<file path="src/rtl/fifo_uart_tx.sv">
// fifo_uart_tx
// Read-side consumer for the synchronous FIFO. When enabled and the FIFO is
// non-empty it pops one word and sends it as a UART frame on tx:
// start bit, WIDTH data bits LSB first, optional even-parity bit, stop bit.
//
// Build option: define FIFO_UART_TX_PARITY_EN to add the even-parity bit
// (XOR of all data bits) between the last data bit and the stop bit.
//
// Ports
//   clk         rising-edge clock
//   rstn        asynchronous active-low reset
//   enable      permits fetching a new word (sampled only in IDLE)
//   fifo_empty  FIFO empty flag
//   fifo_rd     FIFO read strobe, registered single-cycle pulse
//   fifo_dout   FIFO read data, valid the edge after fifo_rd is sampled
//   tx          serial line, registered, idles high
//   busy        high whenever the FSM is not in IDLE
//   frame_done  one-cycle pulse after the stop bit completes
module fifo_uart_tx #(
  parameter int WIDTH        = 8,
  parameter int CLKS_PER_BIT = 16,
  parameter int CNT_WIDTH    = 16
) (
  input  logic             clk,
  input  logic             rstn,
  input  logic             enable,
  input  logic             fifo_empty,
  output logic             fifo_rd,
  input  logic [WIDTH-1:0] fifo_dout,
  output logic             tx,
  output logic             busy,
  output logic             frame_done
);

  // state  | meaning
  // IDLE   | line high, waiting for enable && !fifo_empty
  // REQ    | fifo_rd high, FIFO pops at the closing edge
  // FETCH  | capture fifo_dout, drop line for the start bit
  // START  | start bit
  // DATA   | data bits, LSB first
  // PARITY | even-parity bit (parity builds only)
  // STOP   | stop bit, frame_done raised on its last cycle

  localparam logic [2:0] S_IDLE   = 3'd0;
  localparam logic [2:0] S_REQ    = 3'd1;
  localparam logic [2:0] S_FETCH  = 3'd2;
  localparam logic [2:0] S_START  = 3'd3;
  localparam logic [2:0] S_DATA   = 3'd4;
  localparam logic [2:0] S_STOP   = 3'd5;
`ifdef FIFO_UART_TX_PARITY_EN
  localparam logic [2:0] S_PARITY = 3'd6;
`endif

  // One extra bit so the counter can reach WIDTH when WIDTH is a power of two.
  localparam int BIT_CNT_W = $clog2(WIDTH) + 1;
  localparam logic [CNT_WIDTH-1:0] BAUD_LAST = CNT_WIDTH'(CLKS_PER_BIT - 1);
  localparam logic [BIT_CNT_W-1:0] BIT_LAST  = BIT_CNT_W'(WIDTH - 1);

  logic [2:0]           state;
  logic [CNT_WIDTH-1:0] baud_cnt;
  logic [BIT_CNT_W-1:0] bit_cnt;
  logic [WIDTH-1:0]     shreg;
  logic [WIDTH-1:0]     shreg_next;
  logic                 baud_end;
`ifdef FIFO_UART_TX_PARITY_EN
  logic                 parity_bit;
`endif

  assign baud_end   = (baud_cnt == BAUD_LAST);
  assign shreg_next = shreg >> 1;
  assign busy       = (state != S_IDLE);

  always_ff @(posedge clk or negedge rstn) begin
    if (!rstn) begin
      state      <= S_IDLE;
      baud_cnt   <= '0;
      bit_cnt    <= '0;
      shreg      <= '0;
      tx         <= 1'b1;
      fifo_rd    <= 1'b0;
      frame_done <= 1'b0;
`ifdef FIFO_UART_TX_PARITY_EN
      parity_bit <= 1'b0;
`endif
    end else begin
      fifo_rd    <= 1'b0;
      frame_done <= 1'b0;
      case (state)
        S_IDLE: begin
          tx <= 1'b1;
          if (enable && !fifo_empty) begin
            fifo_rd <= 1'b1;
            state   <= S_REQ;
          end
        end
        S_REQ: begin
          state <= S_FETCH;
        end
        S_FETCH: begin
          shreg    <= fifo_dout;
          tx       <= 1'b0;
          baud_cnt <= '0;
          bit_cnt  <= '0;
`ifdef FIFO_UART_TX_PARITY_EN
          parity_bit <= ^fifo_dout;
`endif
          state    <= S_START;
        end
        S_START: begin
          if (baud_end) begin
            baud_cnt <= '0;
            tx       <= shreg[0];
            state    <= S_DATA;
          end else begin
            baud_cnt <= baud_cnt + CNT_WIDTH'(1);
          end
        end
        S_DATA: begin
          if (baud_end) begin
            baud_cnt <= '0;
            shreg    <= shreg_next;
            bit_cnt  <= bit_cnt + BIT_CNT_W'(1);
            if (bit_cnt == BIT_LAST) begin
`ifdef FIFO_UART_TX_PARITY_EN
              tx    <= parity_bit;
              state <= S_PARITY;
`else
              tx    <= 1'b1;
              state <= S_STOP;
`endif
            end else begin
              tx <= shreg_next[0];
            end
          end else begin
            baud_cnt <= baud_cnt + CNT_WIDTH'(1);
          end
        end
`ifdef FIFO_UART_TX_PARITY_EN
        S_PARITY: begin
          if (baud_end) begin
            baud_cnt <= '0;
            tx       <= 1'b1;
            state    <= S_STOP;
          end else begin
            baud_cnt <= baud_cnt + CNT_WIDTH'(1);
          end
        end
`endif
        S_STOP: begin
          if (baud_end) begin
            baud_cnt   <= '0;
            frame_done <= 1'b1;
            state      <= S_IDLE;
          end else begin
            baud_cnt <= baud_cnt + CNT_WIDTH'(1);
          end
        end
        default: begin
          tx    <= 1'b1;
          state <= S_IDLE;
        end
      endcase
    end
  end

endmodule

</file>
<file path="config.mk">
export PLATFORM = sky130hd
export DESIGN_NAME = fifo_uart_tx
export DESIGN_NICKNAME = d
export VERILOG_FILES = /design/src/rtl/fifo_uart_tx.sv
export SDC_FILE = /design/constraint.sdc
export NUM_CORES = 1
export LEC_CHECK = 0
export CORE_MARGIN = 3
export CORE_UTILIZATION = 45
export CTS_BUF_LIST = sky130_fd_sc_hd__clkbuf_4 sky130_fd_sc_hd__clkbuf_8
export DETAILED_ROUTE_END_ITERATION = 8
export HOLD_SLACK_MARGIN = 0.08
export PLACE_DENSITY = 0.69
export SYNTH_ARGS = -nofsm -noshare
export SYNTH_HDL_FRONTEND = slang
export SYNTH_SLANG_ARGS = --single-unit
</file>
<file path="constraint.sdc">
create_clock -name clk -period 2.11 [get_ports clk]
set_input_delay 0.422 -clock clk [delete_from_list [all_inputs] [get_ports clk]]
set_output_delay 0.422 -clock clk [all_outputs]
set_load 0.05 [all_outputs]
</file>
==> results.toml <==
[critical_path]
worst-endpoint-required_ns = 2.32
crit_path_start_kind = "flip-flop"
setup.worst_path.start = "baud_cnt[0]"
r2r_setup_slack_ns = 0.17
critical_path_peak_fanout = 13
timing.critical_path.arrival_ns = 2.15
r2r_start = "baud_cnt[0]"
worst-setup-path-type = "reg2reg"
worst-r2r-cell-count = 6
worstSetupEndpointType = "flip-flop"
critical_path.reg2reg.endpoint = "baud_cnt[9]"
capture_point_of_the_critical_path = "baud_cnt[9]"

[logic_synthesis]
synth.top_cells.by_area = "dfrtp_1 (46%), mux2i_1 (4.4%), nand2_1 (4.3%)"
async_flop_share = 1.00
total_number_of_yosys_warnings = 0
synth_most_common_cell = "dfrtp_1"
syn_inst = 195
synthDominantCellAreaShare = 0.455
post_synth_num_cell_types = 44
post_synth_most_frequent_cells = "dfrtp_1 (33), nand2_1 (21), nor2_1 (21)"
synth-seq-area-share = 0.470
avgSynthCellArea_um2 = 9.30
synth_edf_count = 0
synth_top_area_cell = "dfrtp_1"
syn_nets = 209
netlist_area_mm2 = 0.00181
ys_ff_latch = 34
synth_ff_type = "dfrtp_1"

[clock_tree]
cts-buffers-inserted = 5
cts_tree = "yes"
post_cts_resize_count = 0
cts.root.buffer_cell = "clkbuf_8"
tritoncts_num_sinks = 34
post_cts_buffers = 0
post_cts_hold_buffers = 0
reg_clk_slew_reported_paths_ns = 0.07
cts-root-to-sink-buffers = 2
htreeDepth = 2
clock_latency_ns = 0.28

[timing]
max_slew.worst_pin.slew_ns = 0.494
setup-violations-final = 0
final.setup.tns_ns = 0
timing.final.crit_share = 0.920
timing_max_transition_violations_final = 0
timing.clock.skew_ns = 0.00510
slew_headroom = 0.670
hold_viol = 0
postLayoutSetupSlackWorst_ns = 0.170
timing.final.crit_period_ns = 1.94
max_clock_freq_mhz = 515
timing.hold.ws_ns = 0.516
setup_repair_after_global_routing_missed_its_margin = "false"

[layout]
nets = 227
antennaDiodeCount = 0
final_layout_size_suffix_gt1_frac = 0.136
layout.cell_area.non_filler_mm2 = 0.00211
filler_cell_count = 327
areaGrowthSynthToFinish_pct = 16.3
layout.core_utilization = 0.559

[die]
core-area_mm2 = 0.00377
die-area_mm2 = 0.00483
floorplan.rows = 22
initial_core_util = 0.481
dieHeight_um = 69.5
die-width_um = 69.5
boundaryPins = 16

[routing]
drt-vias-per-instance = 5.70
detail_route.wl_per_cell_um = 14.1
totalWireLength_um = 3680
drcViolationCount = 0
antenna_violating_nets_post_route = 0
via_count = 1493
detailedRoute.firstIterationViolations = 119
dr.pass1.iters = 4

[place]
detailed_place.area_mm2 = 0.00199
io_buffers = 15
detailed_place_hpwl_um = 2640
dp_worst_setup_slack_ns = 0.200
gp_congestion = 0.843

[run_status]
outcome = "completed"

[global_routing]
grt_start_max_net_pins = 35
grt_usage = 0.168
overflow = 0
first_global_vias = 1515
grt_first_pass_wirelength_um = 6620
antenna_violations_before_repair = 0

[power_and_ir_drop]
power.share.combinational = 0.384
power.internal_mw = 1.55
power_frac_seq = 0.377
leakagePower_nw = 0.853
vdd_drop_max_mv = 0.554
netSwitchingFraction = 0.389
power_density_mw_per_mm2 = 1200
switching_power_mw = 0.984
share_clk_of_total_power = 0.239

[hold_path]
worst_hold_path_type = "reg2reg"
timing.hold.worst_path_depth = 1

[flow_run]
drv.max_cap_violation_count = 0
==> critical path, stage by stage, from the launching register on <==
cell	delay, ns
dfrtp_1	0.41
ha_1	0.23
and3_1	0.25
and4_4	0.26
or2_1	0.28
or3_1	0.36
o21ai_1	0.09
==> metrics by stage <==
stage | std cells | power (mW)
after floorplan | 195 | 1.70
after global placement | 254 | 1.90
after detailed placement | 254 | 1.93
after CTS | 262 | 2.55
after global routing | 262 | 2.73
final | 262 | 2.53
==> final cells by class <==
type	count	area (um2)	share of cell area
multi-input cells	149	892	0.423
flip-flops and latches	34	852	0.404
repair buffers	19	175	0.0831
clock buffers	7	83.8	0.0398
well taps	48	60.1	0.0285
clock inverters	1	30.0	0.0142
inverters	4	15.0	0.00712
==> registers in the layout (all words and copies together), names as in the netlist <==
name and count:
baud_cnt 16, shreg 8, bit_cnt 4, state 3, fifo_rd 1, frame_done 1, tx 1
==> how the worst min path moves through the flow <==
stage / from / to
after floorplan: rstn / baud_cnt[0]
after global placement: bit_cnt[0] / bit_cnt[0]
after detailed placement: bit_cnt[0] / bit_cnt[0]
after CTS: bit_cnt[0] / bit_cnt[0]
after global routing: bit_cnt[0] / bit_cnt[0]
final: bit_cnt[0] / bit_cnt[0]
==> routing by layer <==
layer,up-vias,wire length (um),track usage
met4,0,61,0.0607
li1,743,-,-
met2,31,1730,0.273
met5,-,0,0
met3,7,145,0.0507
met1,712,1750,0.209
==> placed cells by master, fill, tap and decap left out, drive strengths merged <==
| cell type | instances |
|---|---|
| a211o | 1 |
| a21oi | 17 |
| a221o | 1 |
| a22o | 1 |
| a22oi | 1 |
| a31o | 1 |
| a31oi | 11 |
| a41oi | 2 |
| and2b | 2 |
| and3 | 3 |
| and4 | 1 |
| buf | 6 |
| bufinv | 1 |
| clkbuf | 7 |
| clkdlybuf4s50 | 13 |
| dfrtp | 33 |
| dfstp | 1 |
| ha | 2 |
| inv | 4 |
| mux2i | 8 |
| nand2 | 23 |
| nand2b | 3 |
| nand3 | 12 |
| nand4 | 3 |
| nor2 | 22 |
| nor3 | 4 |
| nor3b | 1 |
| nor4 | 5 |
| o211ai | 1 |
| o21ai | 14 |
| o221ai | 1 |
| o31ai | 1 |
| or2 | 2 |
| or3 | 4 |
| xnor2 | 1 |
| xor2 | 1 |
==> logic make-up (layout without fill, tap and decap cells) <==
kind of cell / Yosys count / after routing / synth area share
muxes: 8 / 8 / 0.0442
and+or+nand+nor: 85 / 85 / 0.244
DFF: 34 / 34 / 0.470
xor gates and xnor gates: 2 / 2 / 0.00966
adders and majority gates: 2 / 2 / 0.0138
buffers and inverters: 12 / 31 / 0.0380
AOI/OAI and AO/OA: 52 / 52 / 0.181
==> power by group through the flow <==
stage | sequential (mW) | combinational [mW] | clock (mW)
2_1_floorplan | 0.939 | 0.764 | 0
3_3_place_gp | 0.956 | 0.943 | 0
3_5_place_dp | 0.963 | 0.971 | 0
4_1_cts | 0.952 | 0.977 | 0.621
5_1_grt | 0.977 | 1.10 | 0.656
6_report | 0.955 | 0.971 | 0.605
Power figures use the tool's default switching activity.
